<file path="src/rtl/i2s_pkg.sv">
// rtl/i2s_pkg.sv - shared constants and fetch FSM encoding for the I2S blocks
// Purpose : frame geometry, channel encodings and fetch states used by
//           i2s_writer (and later i2s_reader).
// Ports   : none (package).
package i2s_pkg;

   localparam int SAMPLE_BITS = 24;
   localparam int SLOT_BITS   = 32;
   localparam int FRAME_BITS  = 64;

   localparam int BIT_CNT_W   = $clog2(FRAME_BITS);
   localparam int SLOT_POS_W  = $clog2(SLOT_BITS);

   // First bit index of the right slot, and last slot position carrying data
   // (position 0 is the one-bit I2S delay, so data sits at 1..SAMPLE_BITS).
   localparam logic [BIT_CNT_W-1:0]  RIGHT_SLOT_START = BIT_CNT_W'(SLOT_BITS);
   localparam logic [SLOT_POS_W-1:0] LAST_DATA_POS    = SLOT_POS_W'(SAMPLE_BITS);

   localparam logic LR_LEFT  = 1'b0;
   localparam logic LR_RIGHT = 1'b1;

   typedef enum logic [1:0] {
      IDLE         = 2'd0,
      REQUEST      = 2'd1,
      WAIT_ACK_LOW = 2'd2
   } fetch_state_e;

   // Channel owning a given frame bit index.
   function automatic logic slot_channel(input logic [BIT_CNT_W-1:0] bit_idx);
      return (bit_idx >= RIGHT_SLOT_START) ? LR_RIGHT : LR_LEFT;
   endfunction

endpackage

</file>
<file path="src/rtl/i2s_clock_gen.sv">
// rtl/i2s_clock_gen.sv - SCK divider with falling-edge strobe
// Purpose : divides clk by 2*CLOCK_DIVIDE to make SCK and flags the clk cycle
//           on which SCK falls.
// Ports   : clk, rst (sync, active-high), enable_i (low holds idle),
//           sck_o (bit clock), sck_fall_o (one-clk strobe, SCK falls this edge).
module i2s_clock_gen #(
   parameter int CLOCK_DIVIDE = 4
) (
   input  logic clk,
   input  logic rst,
   input  logic enable_i,
   output logic sck_o,
   output logic sck_fall_o
);

   logic [7:0] div_count_q, div_count_d;
   logic       sck_q, sck_d;
   logic       terminal;

   assign terminal = (div_count_q == 8'(CLOCK_DIVIDE - 1));

   always_comb begin
      div_count_d = div_count_q + 8'd1;
      sck_d       = sck_q;
      if (terminal) begin
         div_count_d = '0;
         sck_d       = ~sck_q;
      end
   end

   always_ff @(posedge clk) begin
      if (rst || !enable_i) begin
         div_count_q <= '0;
         sck_q       <= 1'b0;
      end else begin
         div_count_q <= div_count_d;
         sck_q       <= sck_d;
      end
   end

   assign sck_o      = sck_q;
   assign sck_fall_o = enable_i & terminal & sck_q;

endmodule

</file>
<file path="src/rtl/i2s_writer.sv">
// rtl/i2s_writer.sv - sample fetch, staging and Philips I2S serialiser
// Purpose : fetches one 24-bit sample per slot over a four-phase req/ack
//           handshake, stages it, and shifts it out MSB first with the
//           one-bit I2S delay; zero-fills and flags underrun / L-R mismatch.
// Ports   : clk, rst (sync, active-high), enable (low forces idle);
//           audio_data_request / audio_data_ack / audio_data / audio_lr_bit
//           (upstream handshake); i2s_sck / i2s_lrck / i2s_sdata (pins);
//           underrun, sync_error (one-clk flag pulses).
module i2s_writer
   import i2s_pkg::*;
#(
   parameter int CLOCK_DIVIDE = 4
) (
   input  logic                   clk,
   input  logic                   rst,
   input  logic                   enable,
   output logic                   audio_data_request,
   input  logic                   audio_data_ack,
   input  logic [SAMPLE_BITS-1:0] audio_data,
   input  logic                   audio_lr_bit,
   output logic                   i2s_sck,
   output logic                   i2s_lrck,
   output logic                   i2s_sdata,
   output logic                   underrun,
   output logic                   sync_error
);

   logic sck, sck_fall;

   i2s_clock_gen #(.CLOCK_DIVIDE(CLOCK_DIVIDE)) u_clock_gen (
      .clk       (clk),
      .rst       (rst),
      .enable_i  (enable),
      .sck_o     (sck),
      .sck_fall_o(sck_fall)
   );

   logic [BIT_CNT_W-1:0]   bit_count_q, bit_count_d, next_bit;
   logic [SLOT_POS_W-1:0]  slot_pos;
   logic                   started_q, started_d;
   logic                   slot_chan;
   logic                   lrck_q, lrck_d;
   logic                   sdata_q, sdata_d;
   logic                   underrun_q, underrun_d;
   logic                   sync_error_q, sync_error_d;
   logic [SAMPLE_BITS-1:0] shift_q, shift_d;
   logic                   stage_take;

   fetch_state_e           state_q;
   logic                   request_q;
   logic                   stage_full_q;
   logic [SAMPLE_BITS-1:0] stage_data_q;
   logic                   stage_lr_q;

   // bit_count rests at 0 after reset but no bit has been entered yet; the
   // first SCK fall must enter bit 0 (left slot load), not advance to bit 1.
   assign next_bit  = started_q ? bit_count_q + 1'b1 : '0;
   assign slot_pos  = next_bit[SLOT_POS_W-1:0];
   assign slot_chan = slot_channel(next_bit);

   always_comb begin
      bit_count_d  = bit_count_q;
      started_d    = started_q;
      lrck_d       = lrck_q;
      sdata_d      = sdata_q;
      shift_d      = shift_q;
      underrun_d   = 1'b0;
      sync_error_d = 1'b0;
      stage_take   = 1'b0;
      if (sck_fall) begin
         bit_count_d = next_bit;
         started_d   = 1'b1;
         lrck_d      = slot_chan;
         sdata_d     = 1'b0;
         if (slot_pos == '0) begin
            if (!stage_full_q) begin
               shift_d    = '0;
               underrun_d = 1'b1;
            end else if (stage_lr_q != slot_chan) begin
               // Leave the sample staged; it belongs to the next slot.
               shift_d      = '0;
               sync_error_d = 1'b1;
            end else begin
               shift_d    = stage_data_q;
               stage_take = 1'b1;
            end
         end else if (slot_pos <= LAST_DATA_POS) begin
            sdata_d = shift_q[SAMPLE_BITS-1];
            shift_d = {shift_q[SAMPLE_BITS-2:0], 1'b0};
         end
      end
   end

   always_ff @(posedge clk) begin
      if (rst || !enable) begin
         bit_count_q  <= '0;
         started_q    <= 1'b0;
         lrck_q       <= 1'b0;
         sdata_q      <= 1'b0;
         shift_q      <= '0;
         underrun_q   <= 1'b0;
         sync_error_q <= 1'b0;
         state_q      <= IDLE;
         request_q    <= 1'b0;
         stage_full_q <= 1'b0;
         stage_data_q <= '0;
         stage_lr_q   <= 1'b0;
      end else begin
         bit_count_q  <= bit_count_d;
         started_q    <= started_d;
         lrck_q       <= lrck_d;
         sdata_q      <= sdata_d;
         shift_q      <= shift_d;
         underrun_q   <= underrun_d;
         sync_error_q <= sync_error_d;

         // Staging is never full in REQUEST, so a take and a capture
         // cannot collide on the same edge.
         if (stage_take) begin
            stage_full_q <= 1'b0;
         end

         case (state_q)
            IDLE: begin
               if (!stage_full_q) begin
                  state_q   <= REQUEST;
                  request_q <= 1'b1;
               end
            end
            REQUEST: begin
               if (audio_data_ack) begin
                  stage_data_q <= audio_data;
                  stage_lr_q   <= audio_lr_bit;
                  stage_full_q <= 1'b1;
                  request_q    <= 1'b0;
                  state_q      <= WAIT_ACK_LOW;
               end
            end
            WAIT_ACK_LOW: begin
               request_q <= 1'b0;
               if (!audio_data_ack) begin
                  state_q <= IDLE;
               end
            end
            default: begin
               request_q <= 1'b0;
               state_q   <= IDLE;
            end
         endcase
      end
   end

   // Request is gated so it drops in the same cycle enable falls.
   assign audio_data_request = request_q & enable;
   assign i2s_sck            = sck;
   assign i2s_lrck           = lrck_q;
   assign i2s_sdata          = sdata_q;
   assign underrun           = underrun_q;
   assign sync_error         = sync_error_q;

endmodule

</file>
<file path="config.mk">
export PLATFORM = sky130hd
export DESIGN_NAME = i2s_writer
export DESIGN_NICKNAME = d
export VERILOG_FILES = /design/src/rtl/i2s_pkg.sv /design/src/rtl/i2s_clock_gen.sv /design/src/rtl/i2s_writer.sv
export SDC_FILE = /design/constraint.sdc
export NUM_CORES = 1
export LEC_CHECK = 0
export BUFFER_PORTS_ARGS = -buffer_cell sky130_fd_sc_hd__clkbuf_2
export CAP_MARGIN = 20
export CORE_MARGIN = 10
export CORE_UTILIZATION = 57
export DETAILED_ROUTE_END_ITERATION = 8
export PLACE_DENSITY = 0.75
export SLEW_MARGIN = 30
export SYNTH_ARGS = -nofsm -noshare
export SYNTH_HDL_FRONTEND = slang
export SYNTH_SLANG_ARGS = --single-unit
</file>
<file path="constraint.sdc">
create_clock -name clk -period 4.2 [get_ports clk]
set_input_delay 0.42 -clock clk [delete_from_list [all_inputs] [get_ports clk]]
set_output_delay 0.42 -clock clk [all_outputs]
set_load 0.02 [all_outputs]
</file>
Yosys cells after proc, flatten, opt, wreduce, memory -nomap -nowiden
Index checks and enable logic that the tools add are counted.
{ "op_classes": {"add_sub_neg": 2, "magnitude_cmp": 2, "eq_ne": 7, "n_mux": 24, "n_bitwise": 7, "reduce_logical": 12} }
{ "op_table": {"columns": ["op", "count"], "rows": [
  ["24-bit 2-to-1 mux", 4],
  ["1-bit 2-to-1 mux", 14],
  ["8-bit by 1-bit adder with 8-bit output (second input constant)", 1],
  ["8-bit by 2-bit == test with 1-bit output (second input constant)", 1],
  ["6-bit by 1-bit adder with 6-bit output (second input constant)", 1],
  ["6-bit greater-or-equal comparator (second input constant)", 1],
  ["2-bit 2-to-1 mux", 3],
  ["6-bit 2-to-1 mux", 1],
  ["2-bit != test (second input constant)", 3],
  ["2-bit one-hot mux with 3 select lines", 1],
  ["2-bit AND reduction", 3],
  ["5-bit <= comparator (second input constant)", 1],
  ["5-bit zero test", 1],
  ["1-bit NOT", 4],
  ["4-bit OR reduction", 1],
  ["1-bit bitwise AND", 3],
  ["3-bit AND reduction", 1],
  ["3-bit OR reduction", 1],
  ["2-bit by 1-bit == test with 1-bit output (second input constant)", 1],
  ["2-bit == test (second input constant)", 1],
  ["2-bit zero test", 1],
  ["1-bit one-hot mux with 2 select lines", 1],
  ["2-bit nonzero test", 1],
  ["2-bit OR reduction", 1],
  ["other kinds (3)", 3]
]} }
{ "totals": {"register_bits": 73, "inputBits": 29, "out_inout_bits": 6, "word_cells": 68} }

Depth between registers and ports, before layout
{ "logic_depth": {"word_depth": 12, "depth_mapped": 8, "ltp_nobuf": 6} }

By module
Synthesis repeated with hierarchy kept, for this count alone.
{ "unflattened": {"hier_cells": 391, "hier_area_um2": 3388.2} }
{ "by_module_without_submodules": {"columns": ["mod", "instances", "cells_each", "area_each_um2", "seq_area_each_um2"], "rows": [
  ["i2s_writer", 1, 347, 3005.4, 1281.2],
  ["i2s_clock_gen", 1, 44, 382.9, 180.2]
]} }

Worst setup path after synthesis
No wires, ideal clock.
{ "synth_timing": {"path_kind": "register to register", "start": "register bit_count_q[0]", "end": "register sdata_q, in the netlist i2s_sdata", "setup_time_ns": 0.128, "arrival_ns": 1.728, "t_required_ns": 4.072, "setup_slack_ns": 2.344, "path_stages_with_launch": 8, "path_buffers": 1, "period_less_slack_ns": 1.856, "path_cell_list": "dfxtp_1 ha_1 nand3_2 mux2_4 o311a_4 buf_6 a32oi_1 nor2_1"} }
{ "synth_via": {"elab_chain_cells": 5, "word_cells_on_any_way": 6, "cone_classes": "add/sub: 1; order compare: 1; mux: 3; reduce/logical: 1"} }
{ "synth_lines": {"columns": ["element", "line_no", "source"], "rows": [
  ["from (decl)", "i2s_writer.sv:38", "logic [BIT_CNT_W-1:0] bit_count_q, bit_count_d, next_bit;"],
  ["from (signal assigned)", "i2s_writer.sv:109", "bit_count_q <= bit_count_d;"],
  ["6-bit by 1-bit adder with 6-bit output (*)", "i2s_writer.sv:57", "assign next_bit = started_q ? bit_count_q + 1'b1 : '0;"],
  ["6-bit 2-to-1 mux (*)", "i2s_writer.sv:57", null],
  ["5-bit <= comparator", "i2s_writer.sv:87", "end else if (slot_pos <= LAST_DATA_POS) begin"],
  ["1-bit 2-to-1 mux", "i2s_writer.sv:87", null],
  ["1-bit 2-to-1 mux (*)", "i2s_writer.sv:75", "if (slot_pos == '0) begin"],
  ["to (signal assigned)", "i2s_writer.sv:112", "sdata_q <= sdata_d;"],
  ["to (decl)", "i2s_writer.sv:43", "logic sdata_q, sdata_d;"]
]} }
Mark *: on every way between the ends. The rest lies on a longest branch, timed or not.
A chain may end at the register's enable or synchronous reset.

Worst setup path in the final report
{ "layout_timing": {"start": "register bit_count_q[0]", "end": "register shift_q[8]"} }
{ "layout_via": {"elab_chain_cells": 8, "word_cells_on_any_way": 12, "cone_classes": "add/sub: 1; order compare: 2; eq/ne: 1; mux: 5; reduce/logical: 3"} }
{ "layout_lines": {"columns": ["element", "line_no", "source"], "rows": [
  ["6-bit by 1-bit adder with 6-bit output (*)", "i2s_writer.sv:57", null],
  ["6-bit 2-to-1 mux (*)", "i2s_writer.sv:57", null],
  ["6-bit greater-or-equal comparator", "i2s_pkg.sv:30", "return (bit_idx >= RIGHT_SLOT_START) ? LR_RIGHT : LR_LEFT;"],
  ["1-bit 2-to-1 mux", "i2s_pkg.sv:30", null],
  ["1-bit != test", "i2s_writer.sv:79", "end else if (stage_lr_q != slot_chan) begin"],
  ["24-bit 2-to-1 mux", "i2s_writer.sv:79", null],
  ["24-bit 2-to-1 mux", "i2s_writer.sv:76", "if (!stage_full_q) begin"],
  ["24-bit 2-to-1 mux", "i2s_writer.sv:75", null],
  ["to (signal assigned)", "i2s_writer.sv:113", "shift_q <= shift_d;"],
  ["to (decl)", "i2s_writer.sv:46", "logic [SAMPLE_BITS-1:0] shift_q, shift_d;"]
]} }
Marks and branches as above.

==> key figures <==
Setup path
  – Critical path arrival: 2.75 ns
  – Delay contributed by the slowest stage of the critical path: 0.86 ns
  – Crit-path max FO: 26
  – Sum of buffers and inverters on the critical path: 0
  – Worst flop-to-flop path startpoint: bit_count_q[0]$_SDFFE_PP0P_
  – CP startpoint: bit_count_q[0]$_SDFFE_PP0P_
  – Kind of cell adding the most delay to the critical path: simple AND/OR/NAND/NOR gates
  – Critical path, cell by cell: ha_1, nand2b_1, o21ai_0, and3_1, nand4_1, a31oi_1
  – Critical path startpoint category: register
  – Type of element capturing the critical path: register
  – Slowest cell on the critical path: sky130_fd_sc_hd__and3_1
  – Type of the worst setup path: reg -> reg
  – Required time of the worst setup path: 4.47 ns

STA
  – Final critical delay including setup and external delays: 2.479 ns
  – RSZ-0062 raised after global routing: false
  – Max Clock Freq: 403.5 MHz
  – Final Slew Violations: 0
  – Number of setup violations in the final report: 0
  – Worst rel slew slack: between 30% and 40%
  – Worst hold slack across all endpoints: 0.2811 ns
  – Worst-margin pin slew: 0.9626 ns
  – Summed negative setup slack over all endpoints: 0 ns
  – Setup skew after layout: 0.006062 ns
  – Number of endpoints with negative hold slack in the final report: 0
  – Share of the clock period used by the worst path: 59.01%

Clock network
  – Number of buffers between clock root and the deepest sink: 2
  – H-tree depth reported by CTS: 3
  – Clock Sinks: 73
  – Total clock buffers created by CTS: 9
  – Cell chosen for the clock root: sky130_fd_sc_hd__clkbuf_8
  – TritonCTS clock tree: yes
  – Total setup buffers inserted after CTS: 0
  – CTS clk-pin slew, worst paths: ~0.080 ns
  – Number of resized instances in the post-cts repair step: 0
  – Number of buffers inserted by hold repair at cts: 0
  – Clk_lat worst skew: 0.35 ns

Yosys
  – Mean area per synthesized cell: approximately 8.2 sq um
  – Register bit count reported by yosys: 73
  – Most instantiated cells after synthesis: sky130_fd_sc_hd__nand2_1, sky130_fd_sc_hd__dfxtp_1, sky130_fd_sc_hd__a21oi_1, sky130_fd_sc_hd__o21ai_0, sky130_fd_sc_hd__nand4_1
  – Portion of the post-synthesis area used by sequential elements: 46.17%
  – Most frequent cell after synthesis: sky130_fd_sc_hd__nand2_1
  – Synthesized instance count: 386
  – Warning count from the yosys run: 0
  – Count of distinct cell types in the synthesized netlist: between 40 and 50
  – Area leader, netlist: sky130_fd_sc_hd__dfxtp_1
  – EDFF count, synth: 0
  – Cell area after technology mapping: 0.003166 sq mm
  – Area share of the largest cell type after synthesis: roughly 46%
  – Number of nets in the synthesized netlist: around 420
  – Share of flip-flops with an asynchronous set or reset: 0%
  – Largest cells by area after synthesis: sky130_fd_sc_hd__dfxtp_1, sky130_fd_sc_hd__nand2_1, sky130_fd_sc_hd__a21oi_1
  – Leading register cell type out of synthesis: sky130_fd_sc_hd__dfxtp_1

GRT
  – Initial antenna violation count: 0
  – Number of global-route vias before repair: between 2000 and 3000
  – Aggregate global routing overflow: 0
  – Largest net degree at the start of global routing: 50
  – Wire length of the first global-routing pass: 12.16 mm
  – Overall routing resource usage: approximately 17%

Drt
  – Post-route DRC violation count: 0
  – Routed WL per cell: ~15 um
  – Iteration-0 DRC Markers: 179
  – Antenna Violating Nets Remaining: 0
  – Via Count: 2733
  – Post-Route WL: 7.035 mm
  – 1st-pass router iterations: 4
  – Routed via count divided by cell count: 5.706

Pwr
  – Gate power share: 3.5%
  – Power per cell area: 404.5 mW/mm^2
  – Relative contribution of the clock network to total power: a little under half
  – Net switching component of the power: 0.0002934 W
  – LEAKAGE: around 1.2 nW
  – Total Power: 0.001421 W
  – Internal power component: between 0.001 and 0.0015 W
  – IR drop worst, VDD: between 0.2 and 0.3 mV
  – Switching part of the total power: between 20% and 30%
  – Flop pwr share: 49.5%

Placed design
  – Routability congestion estimate: 0.7958
  – Number of buffer cells added on primary ports: 34
  – Half-perimeter wire length after detailed placement: approximately 4.4 mm

Job
  – Max-Cap Viols: 0

Cells and area
  – Antenna diode count: 0
  – Relative area change from synthesis to final layout: 10.95%
  – Layout cell share with drive strength beyond 1: 14.99%
  – Count of nets after finishing: 433

Floorplanning
  – Num rows: 27
  – Standard cell core area: 0.005439 sq mm
  – Io pins: 35
  – Height of the chip: 94.52 um
  – Initial Utilization: 58.20%
  – Floorplan die area: 0.008934 sq mm
  – Overall die width: 94.52 um

Outcome
  – Status: finished, final reports clean

Min path
  – Worst Hold Launch: audio_data[12]
  – Min-Delay Path Class: in -> reg
==> power by group through the flow <==
stage	Sequential, W	Clock, W	Combinational, W
2_1_floorplan	0.000717	0	0.0000286
3_3_place_gp	0.000719	0	0.0000466
3_5_place_dp	0.000719	0	0.0000473
4_1_cts	0.000703	0.000675	0.0000476
5_1_grt	0.000704	0.000710	0.0000561
6_report	0.000703	0.000668	0.0000490
==> per-stage QoR <==
| stage | util [%] | cells | area, sq um | worst slack [ns] |
|---|---|---|---|---|
| after floorplan | - | 386 | 3166 | 2.344 |
| after global placement | 59.70 | 462 | 3247 | 1.799 |
| after detailed placement | 59.70 | 462 | 3247 | 1.792 |
| after CTS | 64.18 | 478 | 3491 | 1.769 |
| after global routing | 64.57 | 479 | 3512 | 1.479 |
| final | 64.57 | 479 | 3512 | 1.722 |
==> worst paths after layout <==
| check | cells after the start | end | slack [ns] |
|---|---|---|---|
| max reg2reg | 6 | shift_q[8]$_SDFFE_PP0P_ | 1.72 |
| max | 6 | shift_q[8]$_SDFFE_PP0P_ | 1.72 |
| min | 3 | stage_data_q[12]$_SDFFE_PP0P_ | 0.28 |
| min reg2reg | 1 | u_clock_gen.div_count_q[0]$_SDFF_PP0_ | 0.45 |
==> area by class of cell <==
cell class,count,area (sq um)
clock buffer,11,141.4
clock inverter,5,102.6
fill,507,1927
sequential,73,1463
timing repair buffer,37,200.2
multi-input combinational,276,1496
inverter,5,18.77
tap,72,90.09
==> cells in the final DEF, fill, tap and decap left out, types with 2 or more instances in the layout <==
master	count
sky130_fd_sc_hd__xnor2_1	7
sky130_fd_sc_hd__buf_4	2
sky130_fd_sc_hd__dfxtp_1	72
sky130_fd_sc_hd__nor3b_1	2
sky130_fd_sc_hd__nor2_1	21
sky130_fd_sc_hd__o22ai_1	2
sky130_fd_sc_hd__a21oi_1	34
sky130_fd_sc_hd__bufinv_16	3
sky130_fd_sc_hd__and3_1	4
sky130_fd_sc_hd__nand3_1	6
sky130_fd_sc_hd__clkbuf_8	10
sky130_fd_sc_hd__nand4_1	25
sky130_fd_sc_hd__clkbuf_2	34
sky130_fd_sc_hd__a31oi_1	24
sky130_fd_sc_hd__nor4_1	2
sky130_fd_sc_hd__ha_1	2
sky130_fd_sc_hd__and2_1	4
sky130_fd_sc_hd__or3_1	2
sky130_fd_sc_hd__nand2b_1	4
sky130_fd_sc_hd__xor2_1	3
sky130_fd_sc_hd__mux2_4	2
sky130_fd_sc_hd__o21ai_0	29
sky130_fd_sc_hd__inv_1	5
sky130_fd_sc_hd__nand2_1	83
sky130_fd_sc_hd__nor3_1	3
==> worst register-to-register path: stages (launching register included) <==
cell,delay [ns]
sky130_fd_sc_hd__dfxtp_1,0.41
sky130_fd_sc_hd__ha_1,0.27
sky130_fd_sc_hd__nand2b_1,0.14
sky130_fd_sc_hd__o21ai_0,0.29
sky130_fd_sc_hd__and3_1,0.86
sky130_fd_sc_hd__nand4_1,0.21
sky130_fd_sc_hd__a31oi_1,0.22
==> metal layers <==
layer	vias to the layer above	part of all wire, %	wire, um	track usage (%)
li1	1379	-	-	-
met1	1265	47	3314	21.18
met2	78	45	3142	25.46
met3	11	7.0	489	4.996
met4	0	1.3	89	6.858
met5	-	0	0	0
==> cell families (layout without fill, tap and decap cells) <==
family	after synthesis	count (layout)	synth area share, %
mux	2	2	0.9487
buf+inv	37	58	6.799
xor+xnor	10	10	2.767
compound gates	97	97	17.63
fa+ha+maj	2	2	0.7904
simple gates	165	165	24.90
flops	73	73	46.17
==> flip-flops by register name, summed over array words and instances (netlist names), 2 cells and up <==
name                     flops
bit_count_q                  6
u_clock_gen.div_count_q      8
stage_data_q                24
state_q                      2
shift_q                     24
No activity file was read; power rests on OpenSTA's default activity.
